**src/rtl/block_writer.sv**
```systemverilog
// Tile-map write-back engine: queues tile updates from the hit logic and commits them to the
// shared tile-map RAM port whenever the renderer leaves it free; also keeps the score and bump window.
module block_writer #(
    parameter int FIFO_DEPTH  = 4,
    parameter int ADDR_W      = 10,
    parameter int SCORE_W     = 16,
    parameter int POINT_VALUE = 100,
    parameter int LOCK_CYCLES = 2000000
) (
    input  logic               clk,
    input  logic               rst_n,
    input  logic               req_valid,
    input  logic [ADDR_W-1:0]  req_addr,
    input  logic [5:0]         req_block,
    input  logic               req_point,
    output logic               req_ready,
    input  logic               map_busy,
    output logic               map_we,
    output logic [ADDR_W-1:0]  map_addr,
    output logic [5:0]         map_wdata,
    output logic [SCORE_W-1:0] score,
    output logic               bump_active,
    output logic [ADDR_W-1:0]  bump_addr,
    output logic               overflow_err
);

    localparam int PTR_W   = $clog2(FIFO_DEPTH);
    localparam int CNT_W   = $clog2(LOCK_CYCLES + 1);
    localparam int ENTRY_W = ADDR_W + 7;
    localparam int SUM_W   = SCORE_W + 1;

    typedef enum logic {IDLE, WRITE} state_e;

    state_e state_q, state_d;

    logic [ENTRY_W-1:0] fifo_q [FIFO_DEPTH];
    logic [PTR_W:0]     wr_ptr_q, wr_ptr_d;
    logic [PTR_W:0]     rd_ptr_q, rd_ptr_d;
    logic [ADDR_W-1:0]  last_addr_q, last_addr_d;
    logic [CNT_W-1:0]   lock_cnt_q, lock_cnt_d;
    logic [CNT_W-1:0]   bump_cnt_q, bump_cnt_d;
    logic [ADDR_W-1:0]  map_addr_q, map_addr_d;
    logic [5:0]         map_wdata_q, map_wdata_d;
    logic               pend_point_q, pend_point_d;
    logic [SCORE_W-1:0] score_q, score_d;
    logic [ADDR_W-1:0]  bump_addr_q, bump_addr_d;
    logic               overflow_q, overflow_d;

    logic               fifo_empty;
    logic               fifo_full;
    logic               is_dup;
    logic               push;
    logic               pop;
    logic [ENTRY_W-1:0] head;
    logic [SUM_W-1:0]   score_sum;

    // Full when the pointers wrap to the same slot on different laps.
    assign fifo_empty = (wr_ptr_q == rd_ptr_q);
    assign fifo_full  = (wr_ptr_q[PTR_W] != rd_ptr_q[PTR_W]) &&
                        (wr_ptr_q[PTR_W-1:0] == rd_ptr_q[PTR_W-1:0]);
    assign is_dup     = (req_addr == last_addr_q) && (lock_cnt_q != '0);
    assign push       = req_valid && !fifo_full && !is_dup;
    assign pop        = (state_q == IDLE) && !fifo_empty;
    assign head       = fifo_q[rd_ptr_q[PTR_W-1:0]];
    assign score_sum  = {1'b0, score_q} + SUM_W'(POINT_VALUE);

    always_ff @(posedge clk or negedge rst_n) begin
        if (!rst_n) begin
            state_q <= IDLE;
        end else begin
            state_q <= state_d;
        end
    end

    always_comb begin
        state_d = state_q;
        case (state_q)
            IDLE:    if (!fifo_empty) state_d = WRITE;
            WRITE:   if (!map_busy)   state_d = IDLE;
            default: state_d = IDLE;
        endcase
    end

    always_comb begin
        map_we = (state_q == WRITE) && !map_busy;
    end

    always_comb begin
        wr_ptr_d     = wr_ptr_q;
        rd_ptr_d     = rd_ptr_q;
        last_addr_d  = last_addr_q;
        lock_cnt_d   = lock_cnt_q;
        bump_cnt_d   = bump_cnt_q;
        map_addr_d   = map_addr_q;
        map_wdata_d  = map_wdata_q;
        pend_point_d = pend_point_q;
        score_d      = score_q;
        bump_addr_d  = bump_addr_q;
        overflow_d   = overflow_q;

        if (push) begin
            wr_ptr_d    = wr_ptr_q + 1'b1;
            last_addr_d = req_addr;
            lock_cnt_d  = CNT_W'(LOCK_CYCLES);
        end else if (lock_cnt_q != '0) begin
            lock_cnt_d  = lock_cnt_q - CNT_W'(1);
        end

        if (req_valid && fifo_full && !is_dup) begin
            overflow_d = 1'b1;
        end

        if (pop) begin
            rd_ptr_d     = rd_ptr_q + 1'b1;
            map_addr_d   = head[ENTRY_W-1:7];
            map_wdata_d  = head[6:1];
            pend_point_d = head[0];
        end

        // A commit reloads the bump window; otherwise it just runs down.
        if (map_we) begin
            bump_addr_d = map_addr_q;
            bump_cnt_d  = CNT_W'(LOCK_CYCLES);
            if (pend_point_q) begin
                score_d = score_sum[SCORE_W] ? '1 : score_sum[SCORE_W-1:0];
            end
        end else if (bump_cnt_q != '0) begin
            bump_cnt_d = bump_cnt_q - CNT_W'(1);
        end
    end

    always_ff @(posedge clk or negedge rst_n) begin
        if (!rst_n) begin
            wr_ptr_q     <= '0;
            rd_ptr_q     <= '0;
            last_addr_q  <= '0;
            lock_cnt_q   <= '0;
            bump_cnt_q   <= '0;
            map_addr_q   <= '0;
            map_wdata_q  <= '0;
            pend_point_q <= 1'b0;
            score_q      <= '0;
            bump_addr_q  <= '0;
            overflow_q   <= 1'b0;
        end else begin
            wr_ptr_q     <= wr_ptr_d;
            rd_ptr_q     <= rd_ptr_d;
            last_addr_q  <= last_addr_d;
            lock_cnt_q   <= lock_cnt_d;
            bump_cnt_q   <= bump_cnt_d;
            map_addr_q   <= map_addr_d;
            map_wdata_q  <= map_wdata_d;
            pend_point_q <= pend_point_d;
            score_q      <= score_d;
            bump_addr_q  <= bump_addr_d;
            overflow_q   <= overflow_d;
        end
    end

    // Queue storage needs no reset: the pointers decide which slots are meaningful.
    always_ff @(posedge clk) begin
        if (push) begin
            fifo_q[wr_ptr_q[PTR_W-1:0]] <= {req_addr, req_block, req_point};
        end
    end

    assign req_ready    = !fifo_full;
    assign map_addr     = map_addr_q;
    assign map_wdata    = map_wdata_q;
    assign score        = score_q;
    assign bump_active  = (bump_cnt_q != '0);
    assign bump_addr    = bump_addr_q;
    assign overflow_err = overflow_q;

endmodule

```
**config.mk**
```make
export PLATFORM = sky130hd
export DESIGN_NAME = block_writer
export DESIGN_NICKNAME = d
export VERILOG_FILES = /design/src/rtl/block_writer.sv
export SDC_FILE = /design/constraint.sdc
export NUM_CORES = 1
export LEC_CHECK = 0
export CAP_MARGIN = 10
export CELL_PAD_IN_SITES_DETAIL_PLACEMENT = 0
export CELL_PAD_IN_SITES_GLOBAL_PLACEMENT = 1
export CORE_MARGIN = 2
export CORE_UTILIZATION = 39
export CTS_BUF_LIST = sky130_fd_sc_hd__clkbuf_16
export DETAILED_ROUTE_END_ITERATION = 6
export PLACE_DENSITY = 0.64
export SLEW_MARGIN = 10
export SYNTH_ARGS = -nofsm -noshare
export SYNTH_HDL_FRONTEND = slang
export SYNTH_SLANG_ARGS = --single-unit
```
**constraint.sdc**
```tcl
create_clock -name clk -period 3.25 [get_ports clk]
set_input_delay 0.65 -clock clk [delete_from_list [all_inputs] [get_ports clk]]
set_output_delay 0.65 -clock clk [all_outputs]
set_load 0.02 [all_outputs]
```
==> results.txt <==
Outcome -> finished, final reports clean
Hold Buf Count CTS -> 0
Vert. Die Dim -> 142 um
Kind of start point of the critical path -> flip-flop
Fmax -> 328 MHz
Aggregate global routing overflow -> 0
Clk_lat worst skew -> 0.43 ns
CTS sink count -> 170
Antenna violations before repair -> 0
Unrepaired setup endpoints after global routing -> no
Reg2Reg Setup Slack -> 0.50 ns
Max H-tree Level -> 4
Async SR Flop Fraction -> 60.0%
CP arrival -> 2.40 ns
IO Pins -> 67
Worst Clk Skew -> 0.0105 ns
GPL Wtd Cong -> 0.780
Synth Register Bits -> 170
Hold Fails Final Rpt -> 0
Setup violators final -> 0
Row Count -> 50
Sequential-to-total area share from yosys stat -> 61.8%
Routed len/inst -> 16.8 um
DR vias -> 4558
Number of global-route vias before repair -> 4656
Root Buffer -> clkbuf_16
Mapped Nets -> 587
Vias per cell -> 5.10
Remaining DRCs -> 0
Least-Margin Pin Slew -> 1.13 ns
CTS tree -> built
Syn avg cell area -> 13.4 um^2
Clock Path Buffers -> 2
Post-Synthesis Cell Area -> 7430 um^2
Library cells used by synthesis -> 56
ANT cells -> 0
Post-CTS Resized -> 0
VDD IR max -> 0.511 mV
Detail Route Antenna Nets -> 0
Worst min path class -> in2async
Final period utilization -> 93.7%
Top FF cell, synth -> dfrtp_1
Largest area contributor in the netlist -> dfrtp_1
Initial DRC count -> 265
Clock-pin transition on the worst setup and hold timing paths -> 0.06 ns
Fin area -> 9070 um^2
Most common cell in the netlist -> dfrtp_1
Synth cell count leaders -> dfrtp_1, edfxtp_1, nand2_1
Number of synthesized flops with an enable pin -> 68
Global-route wire length before repair -> 24.7 mm
DR pass1 iterations -> 5
CP endpoint kind -> primary output
TritonCTS buffer count -> 17
Yosys top cell area share -> 34.4%
Share of cells above drive strength 1 -> 17.6%
Final min period -> 3.05 ns
Synth top area cells -> dfrtp_1, edfxtp_1, mux4_2, xor2_1, mux2_2
Pwr dens -> 929 nW/um^2
Slew Viols, Final -> 0
Placed inst area -> 8470 um^2
Critical Path RT -> 2.60 ns
Detailed Place HPWL -> 10.2 mm
Max FO, Critical Path -> 3
Setup total negative slack -> 0 ns
CP Class -> reg2out
Fillers -> 1610
Post-Syn Instances -> 556
Die W -> 142 um
Lkg Pwr -> 0.00354 uW
Die ar. -> 20200 um^2
Max-slew headroom -> 24.0%
Largest net degree at the start of global routing -> 47
Post-CTS setup buffer count -> 0
CORE AREA -> 18700 um^2
Port Buffer Count -> 66
Fin nets -> 678
Final Core Density -> 48.5%
Max Cap Viol -> 0
Final WL -> 15.0 mm
GRT Total Usage -> 15.9%
Synth warn -> 0
Area Growth Syn to Fin -> 22.1%
Initial Utilization -> 39.7%
-- routing by layer --
metal	vias to the layer above	routed length [um]	GRT usage (%)
met5	-	0	0
met3	15	504	3.33
li1	2195	-	-
met4	0	183	5.37
met1	2273	7300	22.3
met2	75	6990	24.9
-- state kept, by name, indices dropped and copies added, names as in the netlist --
name,count
bump_cnt_q,21
last_addr_q,10
fifo_q,68
pend_point_q,1
wr_ptr_q,3
map_addr,10
overflow_err,1
rd_ptr_q,3
state_q,1
score,15
lock_cnt_q,21
map_wdata,6
bump_addr,10
-- through the flow --
step | std cells | setup WS [ns] | hold WS, ns | power, uW
2_1_floorplan | 556 | 0.535 | 0.354 | 5320
3_3_place_gp | 862 | 0.261 | 0.457 | 6390
3_5_place_dp | 862 | 0.234 | 0.463 | 6460
4_1_cts | 894 | 0.105 | 0.267 | 8530
5_1_grt | 894 | 0.0320 | 0.296 | 8950
6_report | 894 | 0.204 | 0.247 | 8430
-- worst max-delay path, stage by stage, from the launching register on --
cell and delay (ns):
dfrtp_1 0.41, inv_1 0.12, ha_1 0.16, nor3b_1 0.20, nand4_1 0.20, nor4_4 0.29
inv_2 0.07, clkdlybuf4s50_1 0.54
-- layout make-up --
cell class                 instances  area (um^2)  area share [%]
tap                              234          293            3.23
clock buffer                      17          425            4.69
inverter                          15         56.3           0.621
timing repair buffer              92          866            9.54
sequential                       170         4590            50.6
multi-input combinational        351         2660            29.3
clock inverter                    15          176            1.94
-- logic make-up (layout without fill, tap and decap cells) --
group / Yosys count / in the layout / share of synthesized area, %
compound gates: 48 / 48 / 4.23
flops: 170 / 170 / 61.8
xor+xnor: 50 / 50 / 5.90
fa+ha+maj: 10 / 10 / 1.68
mux: 47 / 47 / 9.90
simple gates: 196 / 196 / 14.0
buf+inv: 35 / 139 / 2.43
-- path summary, 6_finish.rpt --
check                                          start  cells after the start                         to
min in group clk            bump_addr[5]$_DFFE_PN0P_                      2   bump_addr[5]$_DFFE_PN0P_
max in group asynchronous                      rst_n                      2   map_wdata[2]$_DFFE_PN0P_
hold reg to reg             bump_addr[5]$_DFFE_PN0P_                      2   bump_addr[5]$_DFFE_PN0P_
setup reg to reg           lock_cnt_q[4]$_DFFE_PN0P_                      5    fifo_q[2][10]$_DFFE_PP_
setup / recovery           bump_cnt_q[0]$_DFFE_PN0P_                      7                bump_active
hold / removal                                 rst_n                      1  bump_cnt_q[5]$_DFFE_PN0P_
-- power breakdown --
group	switching [uW]	internal (uW)	total [uW]
Combinational	1520	1480	3000
Sequential	471	2900	3380
Clock	847	1210	2060
Total	2830	5600	8430
-- cells in the final DEF, fill, tap and decap left out, drive strengths merged, types with 16 or more instances in the layout --
| cell | count |
|---|---|
| buf | 27 |
| clkbuf | 17 |
| clkdlybuf4s50 | 65 |
| dfrtp | 102 |
| edfxtp | 68 |
| inv | 18 |
| mux2 | 30 |
| mux4 | 17 |
| nand2 | 59 |
| nor2 | 44 |
| xnor2 | 16 |
| xor2 | 34 |
Note: power is estimated with default switching activity, not from simulation.
